File: src/rtl/sci_pkg.sv
// sci_pkg: shared constants and state types for the buffered SCI.
// Register map, STATUS/CTRL bit positions and FSM encodings.
package sci_pkg;

    localparam logic [2:0] A_STATUS = 3'd0;
    localparam logic [2:0] A_DATA   = 3'd1;
    localparam logic [2:0] A_DIVL   = 3'd2;
    localparam logic [2:0] A_DIVH   = 3'd3;
    localparam logic [2:0] A_CTRL   = 3'd4;

    localparam int ST_RXNE   = 0;
    localparam int ST_TXNF   = 1;
    localparam int ST_RXOVR  = 2;
    localparam int ST_FERR   = 3;
    localparam int ST_TXIDLE = 4;

    localparam int CT_RXIE = 0;
    localparam int CT_TXIE = 1;

    localparam int MIN_DIV = 4;

    typedef enum logic [1:0] {
        TX_IDLE,
        TX_START,
        TX_DATA,
        TX_STOP
    } tx_state_t;

    typedef enum logic [1:0] {
        RX_IDLE,
        RX_START,
        RX_DATA,
        RX_STOP
    } rx_state_t;

endpackage

File: src/rtl/sync_fifo.sv
// sync_fifo: single-clock FIFO; extra pointer bit separates full from empty.
// A push while full is accepted only when a pop happens in the same cycle.
module sync_fifo #(
    parameter int DEPTH = 8,
    parameter int WIDTH = 8
) (
    input  logic             clk,
    input  logic             rst,
    input  logic             push_i,
    input  logic             pop_i,
    input  logic [WIDTH-1:0] data_i,
    output logic [WIDTH-1:0] data_o,
    output logic             full_o,
    output logic             empty_o
);

    localparam int AW = $clog2(DEPTH);

    logic [WIDTH-1:0] mem_q [DEPTH];
    logic [AW:0]      wr_q;
    logic [AW:0]      rd_q;
    logic             do_push;
    logic             do_pop;

    assign empty_o = (wr_q == rd_q);
    assign full_o  = (wr_q[AW] != rd_q[AW]) &&
                     (wr_q[AW-1:0] == rd_q[AW-1:0]);
    assign do_pop  = pop_i && !empty_o;
    assign do_push = push_i && (!full_o || do_pop);
    assign data_o  = mem_q[rd_q[AW-1:0]];

    always_ff @(posedge clk) begin
        if (rst) begin
            wr_q <= '0;
            rd_q <= '0;
        end else begin
            if (do_push) wr_q <= wr_q + {{AW{1'b0}}, 1'b1};
            if (do_pop)  rd_q <= rd_q + {{AW{1'b0}}, 1'b1};
        end
    end

    always_ff @(posedge clk) begin
        if (do_push) mem_q[wr_q[AW-1:0]] <= data_i;
    end

endmodule

File: src/rtl/sci_buffered.sv
// sci_buffered: buffered UART peripheral for the MiniS08 I/O window.
// Programmable divisor, rx/tx FIFOs, sticky error flags and level irq.
module sci_buffered
    import sci_pkg::*;
#(
    parameter int FIFO_DEPTH = 8,
    parameter int DIV_W      = 16,
    parameter int DIV_RESET  = 434
) (
    input  logic       clk50,
    input  logic       reset,
    input  logic [7:0] din,
    output logic [7:0] dout,
    input  logic       sel,
    input  logic [2:0] addr,
    input  logic       read,
    input  logic       write,
    input  logic       rxd,
    output logic       txd,
    output logic       irq
);

    logic             rd_acc, wr_acc, rd_q, wr_q, rd_pulse, wr_pulse;
    logic [DIV_W-1:0] div_q, div_d, div_eff;
    logic [15:0]      div16;
    logic [1:0]       ctrl_q, ctrl_d;
    logic             ovr_q, ovr_d, ferr_q, ferr_d, irq_q, irq_d;
    logic             ovr_set, ferr_set, st_clr;
    logic [7:0]       status, rd_val, hold_q, hold_d;
    logic             tx_push, tx_pop, tx_full, tx_empty, txidle;
    logic             rx_push, rx_pop, rx_full, rx_empty;
    logic [7:0]       tx_head, rx_head;

    tx_state_t        tx_state_q, tx_state_d;
    logic [DIV_W-1:0] tx_cnt_q, tx_cnt_d, tx_div_q, tx_div_d;
    logic [2:0]       tx_bit_q, tx_bit_d;
    logic [7:0]       tx_sh_q, tx_sh_d;
    logic             txd_q, txd_d, tx_end;

    rx_state_t        rx_state_q, rx_state_d;
    logic [DIV_W-1:0] rx_cnt_q, rx_cnt_d, rx_div_q, rx_div_d;
    logic [2:0]       rx_bit_q, rx_bit_d;
    logic [7:0]       rx_sh_q, rx_sh_d;
    logic             rx_m_q, rx_s_q, rx_p_q, rx_fall, rx_end;

    assign rd_acc   = sel & read;
    assign wr_acc   = sel & write;
    assign rd_pulse = rd_acc & ~rd_q;
    assign wr_pulse = wr_acc & ~wr_q;

    assign div16   = 16'(div_q);
    assign div_eff = (div_q < DIV_W'(MIN_DIV)) ? DIV_W'(MIN_DIV) : div_q;
    assign st_clr  = wr_pulse && (addr == A_STATUS);
    assign tx_push = wr_pulse && (addr == A_DATA);
    assign rx_pop  = rd_pulse && (addr == A_DATA) && !rx_empty;
    assign txidle  = tx_empty && (tx_state_q == TX_IDLE);

    sync_fifo #(.DEPTH(FIFO_DEPTH), .WIDTH(8)) u_txf (
        .clk(clk50), .rst(reset), .push_i(tx_push), .pop_i(tx_pop),
        .data_i(din), .data_o(tx_head), .full_o(tx_full), .empty_o(tx_empty)
    );

    sync_fifo #(.DEPTH(FIFO_DEPTH), .WIDTH(8)) u_rxf (
        .clk(clk50), .rst(reset), .push_i(rx_push), .pop_i(rx_pop),
        .data_i(rx_sh_q), .data_o(rx_head), .full_o(rx_full), .empty_o(rx_empty)
    );

    always_comb begin
        div_d  = div_q;
        ctrl_d = ctrl_q;
        if (wr_pulse) begin
            unique case (addr)
                A_DIVL:  div_d = DIV_W'({div16[15:8], din});
                A_DIVH:  div_d = DIV_W'({din, div16[7:0]});
                A_CTRL:  ctrl_d = din[1:0];
                default: ;
            endcase
        end
        ovr_d  = ovr_set | (ovr_q & ~(st_clr & din[ST_RXOVR]));
        ferr_d = ferr_set | (ferr_q & ~(st_clr & din[ST_FERR]));
        irq_d  = (ctrl_q[CT_RXIE] & ~rx_empty) | (ctrl_q[CT_TXIE] & txidle);
    end

    always_comb begin
        status            = '0;
        status[ST_RXNE]   = ~rx_empty;
        status[ST_TXNF]   = ~tx_full;
        status[ST_RXOVR]  = ovr_q;
        status[ST_FERR]   = ferr_q;
        status[ST_TXIDLE] = txidle;
        unique case (addr)
            A_STATUS: rd_val = status;
            A_DATA:   rd_val = rx_empty ? 8'h00 : rx_head;
            A_DIVL:   rd_val = div16[7:0];
            A_DIVH:   rd_val = div16[15:8];
            A_CTRL:   rd_val = {6'b0, ctrl_q};
            default:  rd_val = 8'h00;
        endcase
        hold_d = rd_pulse ? rd_val : hold_q;
    end

    // Later cycles of a held read return the value captured on the first.
    assign dout = rd_acc ? (rd_pulse ? rd_val : hold_q) : 8'h00;
    assign irq  = irq_q;
    assign txd  = txd_q;

    always_comb begin
        tx_state_d = tx_state_q;
        tx_bit_d   = tx_bit_q;
        tx_sh_d    = tx_sh_q;
        tx_div_d   = tx_div_q;
        tx_pop     = 1'b0;
        tx_end     = (tx_cnt_q == tx_div_q - DIV_W'(1));
        tx_cnt_d   = (tx_state_q == TX_IDLE || tx_end) ?
                     '0 : tx_cnt_q + DIV_W'(1);
        unique case (tx_state_q)
            TX_IDLE: begin
                if (!tx_empty) begin
                    tx_pop     = 1'b1;
                    tx_sh_d    = tx_head;
                    tx_div_d   = div_eff;
                    tx_state_d = TX_START;
                end
            end
            TX_START: begin
                if (tx_end) begin
                    tx_bit_d   = 3'd0;
                    tx_state_d = TX_DATA;
                end
            end
            TX_DATA: begin
                if (tx_end) begin
                    tx_sh_d  = {1'b0, tx_sh_q[7:1]};
                    tx_bit_d = tx_bit_q + 3'd1;
                    if (tx_bit_q == 3'd7) tx_state_d = TX_STOP;
                end
            end
            TX_STOP: begin
                if (tx_end) begin
                    if (!tx_empty) begin
                        tx_pop     = 1'b1;
                        tx_sh_d    = tx_head;
                        tx_div_d   = div_eff;
                        tx_state_d = TX_START;
                    end else begin
                        tx_state_d = TX_IDLE;
                    end
                end
            end
        endcase
        unique case (tx_state_d)
            TX_START: txd_d = 1'b0;
            TX_DATA:  txd_d = tx_sh_d[0];
            default:  txd_d = 1'b1;
        endcase
    end

    assign rx_fall = rx_p_q & ~rx_s_q;

    always_comb begin
        rx_state_d = rx_state_q;
        rx_bit_d   = rx_bit_q;
        rx_sh_d    = rx_sh_q;
        rx_div_d   = rx_div_q;
        rx_push    = 1'b0;
        ovr_set    = 1'b0;
        ferr_set   = 1'b0;
        rx_end     = (rx_state_q == RX_START) ?
                     (rx_cnt_q == (rx_div_q >> 1) - DIV_W'(1)) :
                     (rx_cnt_q == rx_div_q - DIV_W'(1));
        rx_cnt_d   = (rx_state_q == RX_IDLE || rx_end) ?
                     '0 : rx_cnt_q + DIV_W'(1);
        unique case (rx_state_q)
            RX_IDLE: begin
                if (rx_fall) begin
                    rx_div_d   = div_eff;
                    rx_state_d = RX_START;
                end
            end
            RX_START: begin
                if (rx_end) begin
                    rx_bit_d   = 3'd0;
                    rx_state_d = rx_s_q ? RX_IDLE : RX_DATA;
                end
            end
            RX_DATA: begin
                if (rx_end) begin
                    rx_sh_d  = {rx_s_q, rx_sh_q[7:1]};
                    rx_bit_d = rx_bit_q + 3'd1;
                    if (rx_bit_q == 3'd7) rx_state_d = RX_STOP;
                end
            end
            RX_STOP: begin
                if (rx_end) begin
                    rx_state_d = RX_IDLE;
                    if (!rx_s_q)                 ferr_set = 1'b1;
                    else if (rx_full && !rx_pop) ovr_set  = 1'b1;
                    else                         rx_push  = 1'b1;
                end
            end
        endcase
    end

    always_ff @(posedge clk50) begin
        if (reset) begin
            rd_q       <= 1'b0;
            wr_q       <= 1'b0;
            div_q      <= DIV_W'(DIV_RESET);
            ctrl_q     <= '0;
            ovr_q      <= 1'b0;
            ferr_q     <= 1'b0;
            irq_q      <= 1'b0;
            hold_q     <= '0;
            tx_state_q <= TX_IDLE;
            tx_cnt_q   <= '0;
            tx_div_q   <= DIV_W'(MIN_DIV);
            tx_bit_q   <= '0;
            tx_sh_q    <= '0;
            txd_q      <= 1'b1;
            rx_state_q <= RX_IDLE;
            rx_cnt_q   <= '0;
            rx_div_q   <= DIV_W'(MIN_DIV);
            rx_bit_q   <= '0;
            rx_sh_q    <= '0;
            rx_m_q     <= 1'b1;
            rx_s_q     <= 1'b1;
            rx_p_q     <= 1'b1;
        end else begin
            rd_q       <= rd_acc;
            wr_q       <= wr_acc;
            div_q      <= div_d;
            ctrl_q     <= ctrl_d;
            ovr_q      <= ovr_d;
            ferr_q     <= ferr_d;
            irq_q      <= irq_d;
            hold_q     <= hold_d;
            tx_state_q <= tx_state_d;
            tx_cnt_q   <= tx_cnt_d;
            tx_div_q   <= tx_div_d;
            tx_bit_q   <= tx_bit_d;
            tx_sh_q    <= tx_sh_d;
            txd_q      <= txd_d;
            rx_state_q <= rx_state_d;
            rx_cnt_q   <= rx_cnt_d;
            rx_div_q   <= rx_div_d;
            rx_bit_q   <= rx_bit_d;
            rx_sh_q    <= rx_sh_d;
            rx_m_q     <= rxd;
            rx_s_q     <= rx_m_q;
            rx_p_q     <= rx_s_q;
        end
    end

endmodule

File: config.mk
export PLATFORM = sky130hd
export DESIGN_NAME = sci_buffered
export DESIGN_NICKNAME = d
export VERILOG_FILES = /design/src/rtl/sci_pkg.sv /design/src/rtl/sync_fifo.sv /design/src/rtl/sci_buffered.sv
export SDC_FILE = /design/constraint.sdc
export NUM_CORES = 1
export LEC_CHECK = 0
export ABC_AREA = 1
export CORE_ASPECT_RATIO = 2
export CORE_MARGIN = 2
export CORE_UTILIZATION = 55
export CTS_CLUSTER_DIAMETER = 30
export DETAILED_ROUTE_END_ITERATION = 10
export HOLD_SLACK_MARGIN = 0.02
export PLACE_DENSITY = 0.7
export SLEW_MARGIN = 40
export SYNTH_ARGS = -nofsm -noshare
export SYNTH_HDL_FRONTEND = slang
export SYNTH_SLANG_ARGS = --single-unit
File: constraint.sdc
create_clock -name clk50 -period 3.8 [get_ports clk50]
set_input_delay 0.57 -clock clk50 [delete_from_list [all_inputs] [get_ports clk50]]
set_output_delay 0.57 -clock clk50 [all_outputs]
set_load 0.1 [all_outputs]
Yosys cells after proc, flatten, opt, wreduce, memory -nomap -nowiden --
Memory sizes are Yosys's and may differ from the RTL's. A register that Yosys moved wholly into a read port is not among the register bits. Index checks and enable logic that the tools add are counted.
Cells by class: bitwise gates (word level) 23, equal/unequal tests 31, muxes and demuxes 57, add/subtract/negate cells 11, $lt $le $gt $ge 1, reduce and logical (&&, ||, !) cells 40
Operators by type and width (count):
- $pmux W16 S2 | 2
- $eq A16 B16 Y1 | 3
- $mux W16 | 3
- $mux W8 | 6
- $pmux W8 S5 | 1
- $add A16 B1 Y16 const B | 2
- $sub A16 B1 Y16 const B | 2
- $mux W3 | 8
- $pmux W8 S3 | 1
- $mux W2 | 11
- $mux W1 | 19
- $add A4 B1 Y4 const B | 4
- $lt A16 B3 Y1 const B | 1
- $ne A2 B2 Y1 const B | 8
- $pmux W2 S4 | 2
- $sub A15 B1 Y16 const B | 1
- $reduce_and A3 Y1 | 5
- $logic_and A1 B1 Y1 | 12
- $pmux W3 S2 | 2
- $and A1 B1 Y1 | 11
- $eq A2 B2 Y1 const B | 5
- $eq A3 B3 Y1 const B | 3
- $not A1 Y1 | 9
- $eq A4 B4 Y1 | 2
- 17 further kinds | 40
Storage, ports and cells: output and inout port bits 10, bits in writable memories 128, memories 2, word-level logic and storage cells 193, register bits 141, input bits 17
Memory list:
- u_rxf.mem_q | depth 8, bits a word 8, read ports 1, clocked after Yosys merged registers in 1, wr ports 1, RTL line sync_fifo.sv:19 | logic [WIDTH-1:0] mem_q [DEPTH];
- u_txf.mem_q | depth 8, bits a word 8, read ports 1, clocked after Yosys merged registers in 1, wr ports 1, RTL line sync_fifo.sv:19

Longest topological paths before layout --
word-level depth 13, mapped depth 21, depth with buffers taken out 20

Cells and area by module --
Synthesis repeated with hierarchy kept, for this count alone.
Unflattened totals: cell total of the unflattened synthesis 1730, area total of the unflattened synthesis 13885.8 sq um
Modules (own cells, without submodules):
- sci_buffered | instances 1, area each 7693.6 sq um, cells an instance 1187, seq. area each 2502.4 sq um
- sync_fifo at u_rxf | instances 1, area each 3098.0 sq um, cells an instance 268, seq. area each 2142.1 sq um
- sync_fifo at u_txf | instances 1, area each 3094.2 sq um, cells an instance 275, seq. area each 2142.1 sq um

Least setup slack after synthesis --
No wires, ideal clock.
kind reg2out, start reg u_txf.wr_q[0], end out dout[4], required time 3230 ps, stages on the path, launching flop included 11, setup slack 276 ps, buffers on the path 1, arrival 2954 ps, cells stage by stage dfxtp_1 > inv_1 > nor2_1 > nor3_1 > nand2_1 > nor2_1 > clkbuf_1 > nand3_1 > o2111ai_1 > mux2i_1 > nor2_1
On the way: cells in the longest elaborated chain, start to end 5
RTL lines:
- start, declared | RTL line sync_fifo.sv:20 | logic [AW:0] wr_q;
- start signal, assigned | RTL line sync_fifo.sv:37 | if (do_push) wr_q <= wr_q + {{AW{1'b0}}, 1'b1};
- $eq A4 B4 Y1 | RTL line sync_fifo.sv:25 | assign empty_o = (wr_q == rd_q);
- $logic_and A1 B1 Y1 | RTL line sci_buffered.sv:56 | assign txidle = tx_empty && (tx_state_q == TX_IDLE);
- $pmux W8 S5 | RTL line sci_buffered.sv:91 | unique case (addr)
- $mux W8 (2 in a row) | RTL line sci_buffered.sv:103 | assign dout = rd_acc ? (rd_pulse ? rd_val : hold_q) : 8'h00;
- end, declared | RTL line sci_buffered.sv:13 | output logic [7:0] dout,
No other way between the ends.

Worst setup path after layout --
start reg rx_state_q[0], end mem u_rxf.mem_q[6][6] (enable)
On the way: cells in the longest elaborated chain, start to end 7, elaborated cells between the ends (all ways) 8, classes of those cells 2 x eq/ne; 5 x mux; 1 x reduce/logical
RTL lines:
- start, declared | RTL line sci_buffered.sv:40 | rx_state_t rx_state_q, rx_state_d;
- start signal, assigned | RTL line sci_buffered.sv:243 | rx_state_q <= rx_state_d;
- $eq A2 B1 Y1 | RTL line sci_buffered.sv:168 | rx_end = (rx_state_q == RX_START) ?
- $mux W1 | RTL line sci_buffered.sv:168
- $mux W1 | RTL line sci_buffered.sv:194 | if (rx_end) begin
- $mux W1 * | RTL line sci_buffered.sv:173 | unique case (rx_state_q)
- $logic_and A1 B1 Y1 * | RTL line sync_fifo.sv:29 | assign do_push = push_i && (!full_o || do_pop);
- $mux W1 * | RTL line sync_fifo.sv:43 | if (do_push) mem_q[wr_q[AW-1:0]] <= data_i;
- $mux W1 (not written as such) * | RTL line sync_fifo.sv:43
- end, declared | RTL line sync_fifo.sv:19
Mark *: on every way between the ends. The rest lies on a longest branch, timed or not.

==> summary.txt <==
Outcome
  – Status: complete, no violations

Clock tree
  – Post-CTS Setup Inserts: 0
  – H-tree levels: 1
  – CTS Buf Count: 30
  – Clk pin slew, worst setup/hold paths: 60 ps
  – Clock sink count: 275
  – Max clock buf depth: 3
  – CTS tree: built
  – Hold Buf Count CTS: 0
  – Root buf cell: clkbuf_16
  – Post_cts resized: 0
  – Clock latency on the worst-skew pair: 580 ps

Worst hold path
  – Hold path depth: 1
  – HP Start: rx_m_q
  – Hold WC Path Type: flip-flop to flip-flop

Global routing
  – Initial antenna violation count: 0
  – Vias in the first global route: 11,100
  – Largest net degree at the start of global routing: 55
  – Total gr overflow: 0
  – Global-route usage over all layers: 0.273
  – Global-route wire length before repair: 54.5 mm

Worst setup path
  – Crit-path leading delay family: simple AND/OR/NAND/NOR gates
  – Worst setup SP type: flip-flop
  – Req. time, crit path: 4030 ps
  – Crit-path max cell delay: 470 ps
  – CP Capture Type: flip-flop
  – Crit path depth: 18
  – R2R Setup Slk: 310 ps
  – Cells on worst reg2reg path: 18
  – CP bufs+invs: 3
  – CP Data Arrival Time: 3720 ps
  – Cell mode on critical path: nand2_1
  – Worst Path Class, Setup: flip-flop to flip-flop
  – Crit. Startpoint: rx_state_q[0]
  – Worst-path fanout max: 17
  – Crit path cell chain: buf_4 > inv_2 > nor2_2 > nand2_1 > nand2_1 > nand3_1 > nor2_1 > nand3_1 > nand2_1 > nand2_1 > nor2_1 > nand2_1 > nor2_1 > nand2_2 > nor2_4 > inv_2 > or2_4 > nor2_2
  – Worst path slowest cell: dfxtp_1
  – R2r startpoint: rx_state_q[0]

Finish
  – Fin cells: 1,987
  – Share of cells above drive strength 1: 0.0882
  – Fin util: 0.634
  – Syn-to-layout area delta: 13.2%
  – Number of diodes: 0
  – Layout net count: 1,711
  – Most common cell after layout, fill and taps aside: nand2_1
  – Most frequent cells in the layout: nand2_1, nor2_1, inv_1

Synth
  – Post-synth ARST share: 0
  – Post-synthesis sequential area ratio: 0.509
  – Synth Flop Type: dfxtp_1
  – Synth Area per Inst: 8.16 µm²
  – Synth unique cells: 44
  – Synth Cell Area: 13,300 µm²
  – Post-synth net total: 1,671
  – Number of flops mapped to enable cells by yosys: 128
  – Syn Inst Count: 1,636
  – Yosys warns: 0
  – Flops & latches, synth: 275

Timing
  – RSZ-0062 raised after global routing: false
  – Final TNS setup: 0 ps
  – Worst Hold Margin: 409 ps
  – Slew @ Worst Pin: 735 ps
  – Max Slew Vio Count: 0
  – Setup violations, final: 0
  – Fin. Hold Viols: 0
  – Clock period minus worst slack: 3490 ps
  – Worst clock skew: 20.5 ps
  – Period utilization: 0.918
  – Max-slew headroom: 0.509
  – FMAX: 0.287 GHz

Job
  – Max-cap violation count: 0

Floorplanning
  – Number of cell rows: 80
  – Die outline height: 224 µm
  – Total core area: 23,800 µm²
  – Ports: 27
  – Die ar.: 25,600 µm²
  – Die X: 114 µm
  – Initial core utilization: 0.560

Power
  – Power density over the cells: 608 nW/µm²
  – VDD IR max: 0.421 mV
  – Total power: 9.19 mW
  – Leak Pwr: 6.05 nW

Detailed routing
  – DRC: 0
  – DR iter-0 viols: 714
  – DRT Pass-1 Iters: 6
  – Final ANT Viol Nets: 0
  – Vias: 11,200
  – Via density: 5.64
  – Overall routed net length: 34.7 mm
  – WL per Instance: 17.5 µm

Place
  – IO Port Bufs: 26
  – RD Place Congestion: 0.955
  – Placed instance count: 1,931
  – Final HPWL DP: 25.8 mm
## metrics by stage
step | instance area, µm² | setup slack, ps
final | 15100 | 310
after global routing | 15100 | 99.0
after detailed placement | 14000 | 386
after CTS | 15100 | 391
after global placement | 14000 | 445
after floorplan | 13300 | 276
## logic make-up (layout without fill, tap and decap cells)
| group | Yosys count | count (layout) | synth area share |
|---|---|---|---|
| adders and majority gates | 18 | 18 | 0.0169 |
| xor gates and xnor gates | 41 | 41 | 0.0279 |
| DFF | 275 | 275 | 0.509 |
| and+or+nand+nor | 806 | 806 | 0.261 |
| muxes | 7 | 7 | 0.00525 |
| buffers and inverters | 213 | 277 | 0.0631 |
| AOI/OAI and AO/OA | 276 | 276 | 0.117 |
## routing by layer
metal,wire [µm],share of wire,GRT usage
met1,12000,0.35,0.259
met4,2430,0.070,0.173
met3,1240,0.036,0.0269
met2,19000,0.55,0.537
met5,0,0,0
## final timing paths
kind | end
worst min register to register | rx_s_q
worst max-delay path | u_rxf.mem_q[6][6]
worst max register to register | u_rxf.mem_q[6][6]
worst min-delay path | rx_s_q
## final cells by class
| type | instances | area (µm²) |
|---|---|---|
| Fill cell | 2093 | 8710 |
| Sequential cell | 275 | 6790 |
| Multi-Input combinational cell | 1148 | 5720 |
| Clock buffer | 36 | 815 |
| Inverter | 165 | 619 |
| Timing Repair Buffer | 56 | 551 |
| Tap cell | 287 | 359 |
| Clock inverter | 20 | 259 |
## state kept, by name, summed over array words and instances (netlist names), 2 cells and up, named ones only
register,cells
u_rxf.rd_q,4
div16,16
u_txf.wr_q,4
rx_cnt_q,16
u_rxf.mem_q,64
rx_bit_q,3
hold_q,8
tx_sh_q,8
u_rxf.wr_q,4
u_txf.rd_q,4
u_txf.mem_q,64
tx_div_q,16
tx_bit_q,3
tx_state_q,2
rx_sh_q,8
rx_div_q,16
ctrl_q,2
tx_cnt_q,16
## Yosys cell counts, drive strengths merged, types with 8 or more instances
master / instances / area share
o21ai: 119 / 0.045
nor2: 243 / 0.073
buf: 8 / 0.0054
a21oi: 91 / 0.034
o211ai: 8 / 0.0045
o22ai: 12 / 0.0056
nand2: 366 / 0.11
inv: 163 / 0.046
xor2: 26 / 0.017
nor3b: 8 / 0.0045
o221ai: 19 / 0.012
clkbuf: 40 / 0.011
nand4: 19 / 0.0089
a31oi: 8 / 0.0038
xnor2: 14 / 0.0092
ha: 18 / 0.017
or2: 9 / 0.0044
nor3: 25 / 0.0094
nand3: 119 / 0.046
edfxtp: 128 / 0.29
dfxtp: 147 / 0.22
## power by group
| part | leakage (nW) | switching, mW | internal, mW |
|---|---|---|---|
| logic | 3.17 | 1.84 | 0.857 |
| registers | 2.36 | 0.174 | 3.26 |
| clock network | 0.527 | 1.28 | 1.78 |
No activity file was read; power rests on OpenSTA's default activity.
